### config.mk
export PLATFORM = sky130hd
export DESIGN_NAME = shift_normalizer
export DESIGN_NICKNAME = d
export VERILOG_FILES = /design/src/rtl/shift_normalizer.sv
export SDC_FILE = /design/constraint.sdc
export NUM_CORES = 1
export LEC_CHECK = 0
export BUFFER_PORTS_ARGS = -buffer_cell sky130_fd_sc_hd__buf_4
export CORE_MARGIN = 2
export CORE_UTILIZATION = 25
export CTS_BUF_LIST = sky130_fd_sc_hd__clkbuf_4 sky130_fd_sc_hd__clkbuf_8 sky130_fd_sc_hd__clkbuf_16
export DETAILED_ROUTE_END_ITERATION = 8
export SETUP_SLACK_MARGIN = 0.5
export SYNTH_ARGS = -nofsm -noshare
export SYNTH_HDL_FRONTEND = slang
export SYNTH_SLANG_ARGS = --single-unit
### constraint.sdc
create_clock -name clk -period 2.2 [get_ports clk]
set_input_delay 0.11 -clock clk [delete_from_list [all_inputs] [get_ports clk]]
set_output_delay 0.11 -clock clk [all_outputs]
set_load 0.02 [all_outputs]
### src/rtl/shift_normalizer.sv
// Iterative shift normalizer: shifts an operand one bit per cycle toward the chosen end until that
// bit is 1 and reports the number of shifts. Optional macro SHIFT_NORM_ZERO_DETECT_EN adds the zero port.
module shift_normalizer #(
  parameter int W = 8
) (
  input  logic                 clk,
  input  logic                 reset,
  input  logic                 start,
  input  logic [W-1:0]         a,
  input  logic                 choice,
  output logic                 ready,
  output logic                 done_tick,
  output logic [W-1:0]         y,
`ifdef SHIFT_NORM_ZERO_DETECT_EN
  output logic [$clog2(W)-1:0] amt,
  output logic                 zero
`else
  output logic [$clog2(W)-1:0] amt
`endif
);

  localparam int AW = $clog2(W);
  localparam logic [AW-1:0] AMT_MAX = AW'(W - 1);

  typedef enum logic [1:0] {
    IDLE  = 2'b00,
    SHIFT = 2'b01,
    DONE  = 2'b10
  } state_t;

  state_t          state_r, state_next_s;
  logic [W-1:0]    y_r, y_next_s;
  logic [AW-1:0]   amt_r, amt_next_s;
  logic            choice_r, choice_next_s;
  logic            ready_r, done_r;
  logic            target_s;
`ifdef SHIFT_NORM_ZERO_DETECT_EN
  logic            zero_r, zero_next_s;
`endif

  // State register; reset aborts any operation in flight
  always_ff @(posedge clk) begin
    if (reset) begin
      state_r <= IDLE;
    end else begin
      state_r <= state_next_s;
    end
  end

  // Next-state and datapath update
  always_comb begin
    state_next_s  = state_r;
    y_next_s      = y_r;
    amt_next_s    = amt_r;
    choice_next_s = choice_r;
`ifdef SHIFT_NORM_ZERO_DETECT_EN
    zero_next_s   = zero_r;
`endif
    target_s      = choice_r ? y_r[0] : y_r[W-1];
    case (state_r)
      IDLE: begin
        if (start) begin
          y_next_s      = a;
          amt_next_s    = {AW{1'b0}};
          choice_next_s = choice;
          state_next_s  = SHIFT;
`ifdef SHIFT_NORM_ZERO_DETECT_EN
          zero_next_s   = (a == {W{1'b0}});
          if (a == {W{1'b0}}) begin
            state_next_s = DONE;
          end else begin
            state_next_s = SHIFT;
          end
`endif
        end else begin
          state_next_s = IDLE;
        end
      end
      SHIFT: begin
        if (target_s) begin
          state_next_s = DONE;
        end else if (amt_r == AMT_MAX) begin
          // all-zero operand: stop at the last legal count rather than wrapping
          state_next_s = DONE;
        end else begin
          y_next_s   = choice_r ? {1'b0, y_r[W-1:1]} : {y_r[W-2:0], 1'b0};
          amt_next_s = amt_r + AW'(1'b1);
        end
      end
      DONE: begin
        state_next_s = IDLE;
      end
      default: begin
        state_next_s = IDLE;
      end
    endcase
  end

  // Datapath and output registers; done pulses the cycle after DONE
  always_ff @(posedge clk) begin
    if (reset) begin
      y_r      <= {W{1'b0}};
      amt_r    <= {AW{1'b0}};
      choice_r <= 1'b0;
      ready_r  <= 1'b1;
      done_r   <= 1'b0;
`ifdef SHIFT_NORM_ZERO_DETECT_EN
      zero_r   <= 1'b0;
`endif
    end else begin
      y_r      <= y_next_s;
      amt_r    <= amt_next_s;
      choice_r <= choice_next_s;
      ready_r  <= (state_next_s == IDLE);
      done_r   <= (state_r == DONE);
`ifdef SHIFT_NORM_ZERO_DETECT_EN
      zero_r   <= zero_next_s;
`endif
    end
  end

  assign ready     = ready_r;
  assign done_tick = done_r;
  assign y         = y_r;
  assign amt       = amt_r;
`ifdef SHIFT_NORM_ZERO_DETECT_EN
  assign zero      = zero_r;
`endif

endmodule
==> results of run 1 <==
## layer usage
metal / vias to the layer above / global-route usage [%] / share of wire, %
met3: 5 / 2.311 / 5.3
met2: 25 / 17.48 / 44
met4: 0 / 5.167 / 2.0
met1: 375 / 15.56 / 49
met5: - / 0 / 0
li1: 405 / - / -
## state kept, by name (all words and copies together) (netlist names)
| signal | count |
|---|---|
| amt | 3 |
| done_tick | 1 |
| y | 8 |
| ready | 1 |
| choice_r | 1 |
| state_r | 2 |
## what timing repair did
action / in CTS / in global routing
gates cloned: 0 / 1
gates resized for setup: 3 / 2
pin swaps: 0 / 1
setup endpoints to repair: 10 / 4
## metrics by stage
| stage | util [%] | worst slack, ns | hold slack [ns] |
|---|---|---|---|
| after floorplan | - | 0.5126 | 0.2460 |
| after global placement | 33.27 | 0.4650 | 0.3337 |
| after detailed placement | 33.27 | 0.4578 | 0.3329 |
| after CTS | 34.72 | 0.5005 | 0.02297 |
| after global routing | 35.28 | 0.4347 | 0.02035 |
| final | 35.28 | 0.5008 | 0.01984 |
## power groups by stage
stage	sequential (mW)	clock (mW)	combinational (mW)
2_1_floorplan	0.376	0	0.116
5_1_grt	0.359	0.219	0.234
6_report	0.355	0.204	0.214
3_3_place_gp	0.359	0	0.207
3_5_place_dp	0.359	0	0.207
4_1_cts	0.353	0.205	0.210
## logic make-up after synthesis
group,count (synthesis)
adders and majority gates,2
DFF,16
AOI/OAI and AO/OA,35
buffers and inverters,9
and+or+nand+nor,26
muxes,4
## synth_stat cells, types with 2 or more instances
cell       count
a21oi_1        3
nor3b_1        3
nor2_1         2
buf_2          2
nor2b_1        7
dfxtp_1       16
ha_1           2
o21ai_0        8
o2111ai_1      6
nand2_1        5
a211oi_1       9
nand3_1        3
o31ai_1        6
mux2i_1        3
clkbuf_1       5
## final cells by class
cell class              instances  share of cell area (%)
multi-input cells              68                   45.03
flip-flops and latches         16                   29.83
repair buffers                 24                   16.46
well taps                      44                   5.029
clock buffers                   4                   3.314
inverters                       1                  0.3429
## worst paths after layout
check | end | depth (start not counted) | from
worst max-delay path | amt[0]$_SDFFE_PP0P_ | 5 | amt[0]$_SDFFE_PP0P_
worst min-delay path | amt[0]$_SDFFE_PP0P_ | 2 | reset
worst max register to register | amt[0]$_SDFFE_PP0P_ | 5 | amt[0]$_SDFFE_PP0P_
worst min register to register | amt[1]$_SDFFE_PP0P_ | 2 | amt[1]$_SDFFE_PP0P_
==> impl_metrics.tcl, run 1 <==
set metrics [dict create \
    synth_cell_types 27 \
    start_util_pct 26.49 \
    place_area_mm2 0.001032 \
    swShare_pct 33.28 \
    crit_chain "ha_1 -> ha_2 -> or3b_4 -> or3_1 -> a21oi_1" \
    crit_path_top_delay_cell "or3b_4" \
    crit_path_end_kind "flip-flop" \
    die_w_um 61.34 \
    fin_cells 157 \
    routed_via_density 5.159 \
    die_y_um 61.34 \
    layout_common_cells "buf_4, dfxtp_1, a211oi_1" \
    tightest_slew_ns 0.6677 \
    maxCapViolCount 0 \
    ys_seq_elements 16 \
    hpwl_um 1421 \
    drc_errors 0 \
    clock_latency_ns 0.30 \
    arrival_ns 1.93 \
    synthMuxAreaShare_pct 5.023 \
    synth_edf_count 0 \
    fin_setup_tns_ns 0 \
    coreArea_mm2 0.003103 \
    dr.pass1.iters 4 \
    area.sequential_um2 326.6 \
    p_int_uw 516.1 \
    report.power.total_uw 773.6 \
    synthFlopType "dfxtp_1" \
    clkPwrFrac_pct 26.4 \
    ys_warn_count 0 \
    maxSlewHeadroom_pct 55.39 \
    final_cell_area_mm2 0.001095 \
    placed_cells 152 \
    clk_path_buf_depth 2 \
    fp-row-count 20 \
    power.density_mw_per_mm2 706.6 \
    yosysTopAreaCellShare_pct 38.96 \
    dieArea_mm2 0.003763 \
    synth_area_um2 822.0 \
    grt_pass1_wl_um 3277 \
    fin_crit_sh_pct 77.24 \
    period_minus_slack_ns 1.699 \
    min_path_type "in -> reg" \
    comb_power_share_pct 27.7 \
    r2r_slack_ns 0.50 \
    synth_adder_area_share_pct 3.044 \
    cts_tree "yes" \
    grt_overflow 0 \
    antenna_found_initial 0 \
    cts.reportedPaths.clkPinSlew_ns 0.10 \
    syn_inst 92 \
    critical-path-top-delay-family "simple AND/OR/NAND/NOR gates" \
    synth_xor_xnor_area_share_pct 0 \
    grt_pass1_vias 727 \
    ys_async_sr_fraction_pct 0 \
    ant_nets 0 \
    synth_compound_area_share_pct 29.83 \
    rsz0062_at_grt "yes" \
    path_buf_inv 0 \
    finalHoldViolations 0 \
    synthTopCellsByArea "dfxtp_1, a211oi_1, o2111ai_1" \
    p_switching_uw 257.5 \
    outcome "finished clean" \
    postCtsSetupBuffers 0 \
    multiInputGateArea_um2 493.0 \
    peakVddDrop_mv 0.1447 \
    drive_above_1_share_pct 34.51 \
    slew_viol_final 0 \
    clockRootBuffer "clkbuf_4" \
    finClkSkew_ns 0.004357 \
    synth_top_family_by_area "compound AO/OA/AOI/OAI gates" \
    cts.sinks 16 \
    setup_viol 0 \
    synthSimpleGateAreaFrac_pct 18.72 \
    routed_wl_um 2087 \
    design.portCount 25 \
    fill_cells 333 \
    cpPeakStageDelay_ns 0.43 \
    syn_to_final_growth_pct 33.18 \
    path_class "reg -> reg" \
    io_buffers 24 \
    grt_max_degree 18 \
    track_usage_pct 11.44 \
    syn_avg_cell_area_um2 8.935 \
    cts_inserted_buffers 3 \
    critPathLaunchType "flip-flop" \
    cp_max_fo 5 \
    cts_max_level 1 \
    worstPathRequired_ns 2.43 \
    antenna_cells 0 \
    drtIter0Drc 18 \
    seq_area_frac_synth_pct 38.96 \
    place.gp.congestion 0.7929 \
    leakagePower_nw 0.4216 \
    yosysTopAreaCell "dfxtp_1" \
    seqPwrFrac_pct 45.9 \
    mostFrequentLayoutCell "buf_4" \
    routedWlPerCell_um 13.29 \
    syn-num-nets 106 \
    nets 128 \
    cts_hold_buffers 0 \
    fmax_ghz 0.5885 \
    num_vias 810 \
]
No activity file was read; power rests on OpenSTA's default activity.
==> inputs of run 2 (changes only) <==
Clock period 2.2 ns to 1.7 ns, I/O delays scaled along.
==> run 2 against run 1 <==
  * The flow now finishes with violations (negative hold slack)
  * Cell area up 16%
  * Fmax rose by 6.0%
  * Clock-buffer cell count is 1 lower
  * Register-to-register slack lost 0.40 ns
  * Clock skew increased by 0.0044 ns
  * Combinational power is 72% higher
  * Core utilization increased by 5.8 points
  * Sequential power grew 29%
  * Sequential share of layout area decreased by 4.0 points
  * Critical path depth unchanged
  * Worst setup slack got worse by 0.40 ns
  * Critical endpoint unchanged
  * Highest routed layer unchanged
==> impl_metrics.tcl, run 2 (synthesis gave the netlist of run 1 again) <==
set metrics [dict create \
    mostFrequentLayoutCell "buf_4" \
    slew_viol_final 0 \
    ant_nets 0 \
    fmax_ghz 0.6236 \
    crit_path_top_delay_cell "or3b_4" \
    report.power.total_mw 1.046 \
    violations "negative hold slack" \
    setup_viol 0 \
    track_usage_pct 14.32 \
    grt_pass1_wl_um 3974 \
    swShare_pct 35.83 \
    nets 142 \
    grt_pass1_vias 821 \
    clk_path_buf_depth 2 \
    cts_inserted_buffers 3 \
    maxSlewHeadroom_pct 64.25 \
    clkPwrFrac_pct 20.8 \
    die_w_um 61.34 \
    tightest_slew_ns 0.5356 \
    largest_reg_flops 8 \
    hpwl_um 1602 \
    routed_via_density 5.199 \
    critPathLaunchType "flip-flop" \
    leakagePower_nw 0.4956 \
    critical-path-top-delay-family "simple AND/OR/NAND/NOR gates" \
    outcome "finished, violations left" \
    min_path_type "in -> reg" \
    period_minus_slack_ns 1.604 \
    p_int_uw 671.0 \
    whs_ns -0.001302 \
    crit_chain "ha_4 -> ha_4 -> or3b_4 -> or3_1 -> a21oi_1" \
    worstSetupPathDepth 5 \
    cts.sinks 16 \
    syn_to_final_growth_pct 55.10 \
    drc_errors 0 \
    cpPeakStageDelay_ns 0.40 \
    cp_max_fo 5 \
    final_cell_area_mm2 0.001275 \
    antenna_cells 0 \
    routed_wl_um 2617 \
    fp-row-count 20 \
    power.density_mw_per_mm2 820.1 \
    dieArea_mm2 0.003763 \
    worstPathRequired_ns 1.94 \
    die_y_um 61.34 \
    finClkSkew_ns 0.008788 \
    cts.reportedPaths.clkPinSlew_ns 0.10 \
    antenna_found_initial 0 \
    p_switching_uw 374.6 \
    crit_path_end_kind "flip-flop" \
    fin_setup_tns_ns 0 \
    path_buf_inv 0 \
    cts_tree "yes" \
    clock_latency_ns 0.31 \
    path_class "reg -> reg" \
    design.portCount 25 \
    crit_top_cell "ha_4" \
    min_path_cells 2 \
    start_util_pct 26.49 \
    clockRootBuffer "clkbuf_4" \
    final_core_util_pct 41.09 \
    arrival_ns 1.84 \
    grt_overflow 0 \
    dr.pass1.iters 4 \
    drive_above_1_share_pct 44.88 \
    place_area_mm2 0.001095 \
    comb_power_share_pct 35.3 \
    finalHoldViolations 1 \
    coreArea_mm2 0.003103 \
    fin_crit_sh_pct 94.33 \
    num_vias 889 \
    grt_max_degree 18 \
    layout_common_cells "buf_4, dfxtp_1, a211oi_1" \
    place.gp.congestion 0.7771 \
    cts_max_level 1 \
    rsz0062_at_grt "yes" \
    rr_worst_depth 5 \
    seqPwrFrac_pct 43.8 \
    drtIter0Drc 28 \
    maxCapViolCount 0 \
    peakVddDrop_mv 0.2501 \
    routedWlPerCell_um 15.30 \
    io_buffers 24 \
    fill_cells 332 \
]
==> run 2: path summary, 6_finish.rpt <==
check	to	from	slack, ns
setup reg to reg	amt[0]$_SDFFE_PP0P_	amt[1]$_SDFFE_PP0P_	0.1
setup / recovery	amt[0]$_SDFFE_PP0P_	amt[1]$_SDFFE_PP0P_	0.1
hold / removal	state_r[0]$_SDFF_PP0_	reset	-0.001
hold reg to reg	amt[2]$_SDFFE_PP0P_	amt[2]$_SDFFE_PP0P_	0.53
==> run 2: repair_timing <==
action,in CTS,in global routing
pin swaps,5,11
buffers inserted,5,2
endpoints found under the hold margin,1,0
resized for setup,6,11
cloned,2,0
setup endpoints to repair,13,15
hold buffers,1,0
==> run 2: final cells by class <==
| cell class | count | area (um^2) | share of cell area, % |
|---|---|---|---|
| clock buffers | 3 | 22.52 | 1.766 |
| clock inverters | 1 | 3.754 | 0.2944 |
| inverters | 1 | 3.754 | 0.2944 |
| multi-input cells | 69 | 576.8 | 45.24 |
| flip-flops and latches | 16 | 329.1 | 25.81 |
| well taps | 44 | 55.05 | 4.318 |
| repair buffers | 37 | 284.0 | 22.28 |
==> run 2: power by group through the flow <==
stage	combinational [mW]	clock, mW	sequential [mW]
6_report	0.369	0.218	0.458
3_5_place_dp	0.296	0	0.459
3_3_place_gp	0.293	0	0.458
4_1_cts	0.337	0.222	0.451
2_1_floorplan	0.151	0	0.487
5_1_grt	0.395	0.239	0.464
==> run 2: metrics by stage <==
stage | hold WS [ns] | std cells | setup WS (ns)
global placement | 0.3166 | 157 | 0.01973
finish | -0.001302 | 171 | 0.09634
CTS | 0.006041 | 169 | 0.07197
global route | 0.008044 | 171 | 0.06669
detailed placement | 0.3256 | 157 | -0.01419
floorplan | 0.2210 | 92 | 0.05002
==> run 2: routing by layer <==
layer / wire, um / global-route usage (%) / vias to the layer above
met5: 0 / 0 / -
met4: 30 / 4.559 / 0
met3: 169 / 3.151 / 4
met2: 1300 / 23.56 / 30
met1: 1116 / 18.70 / 424
li1: - / - / 431
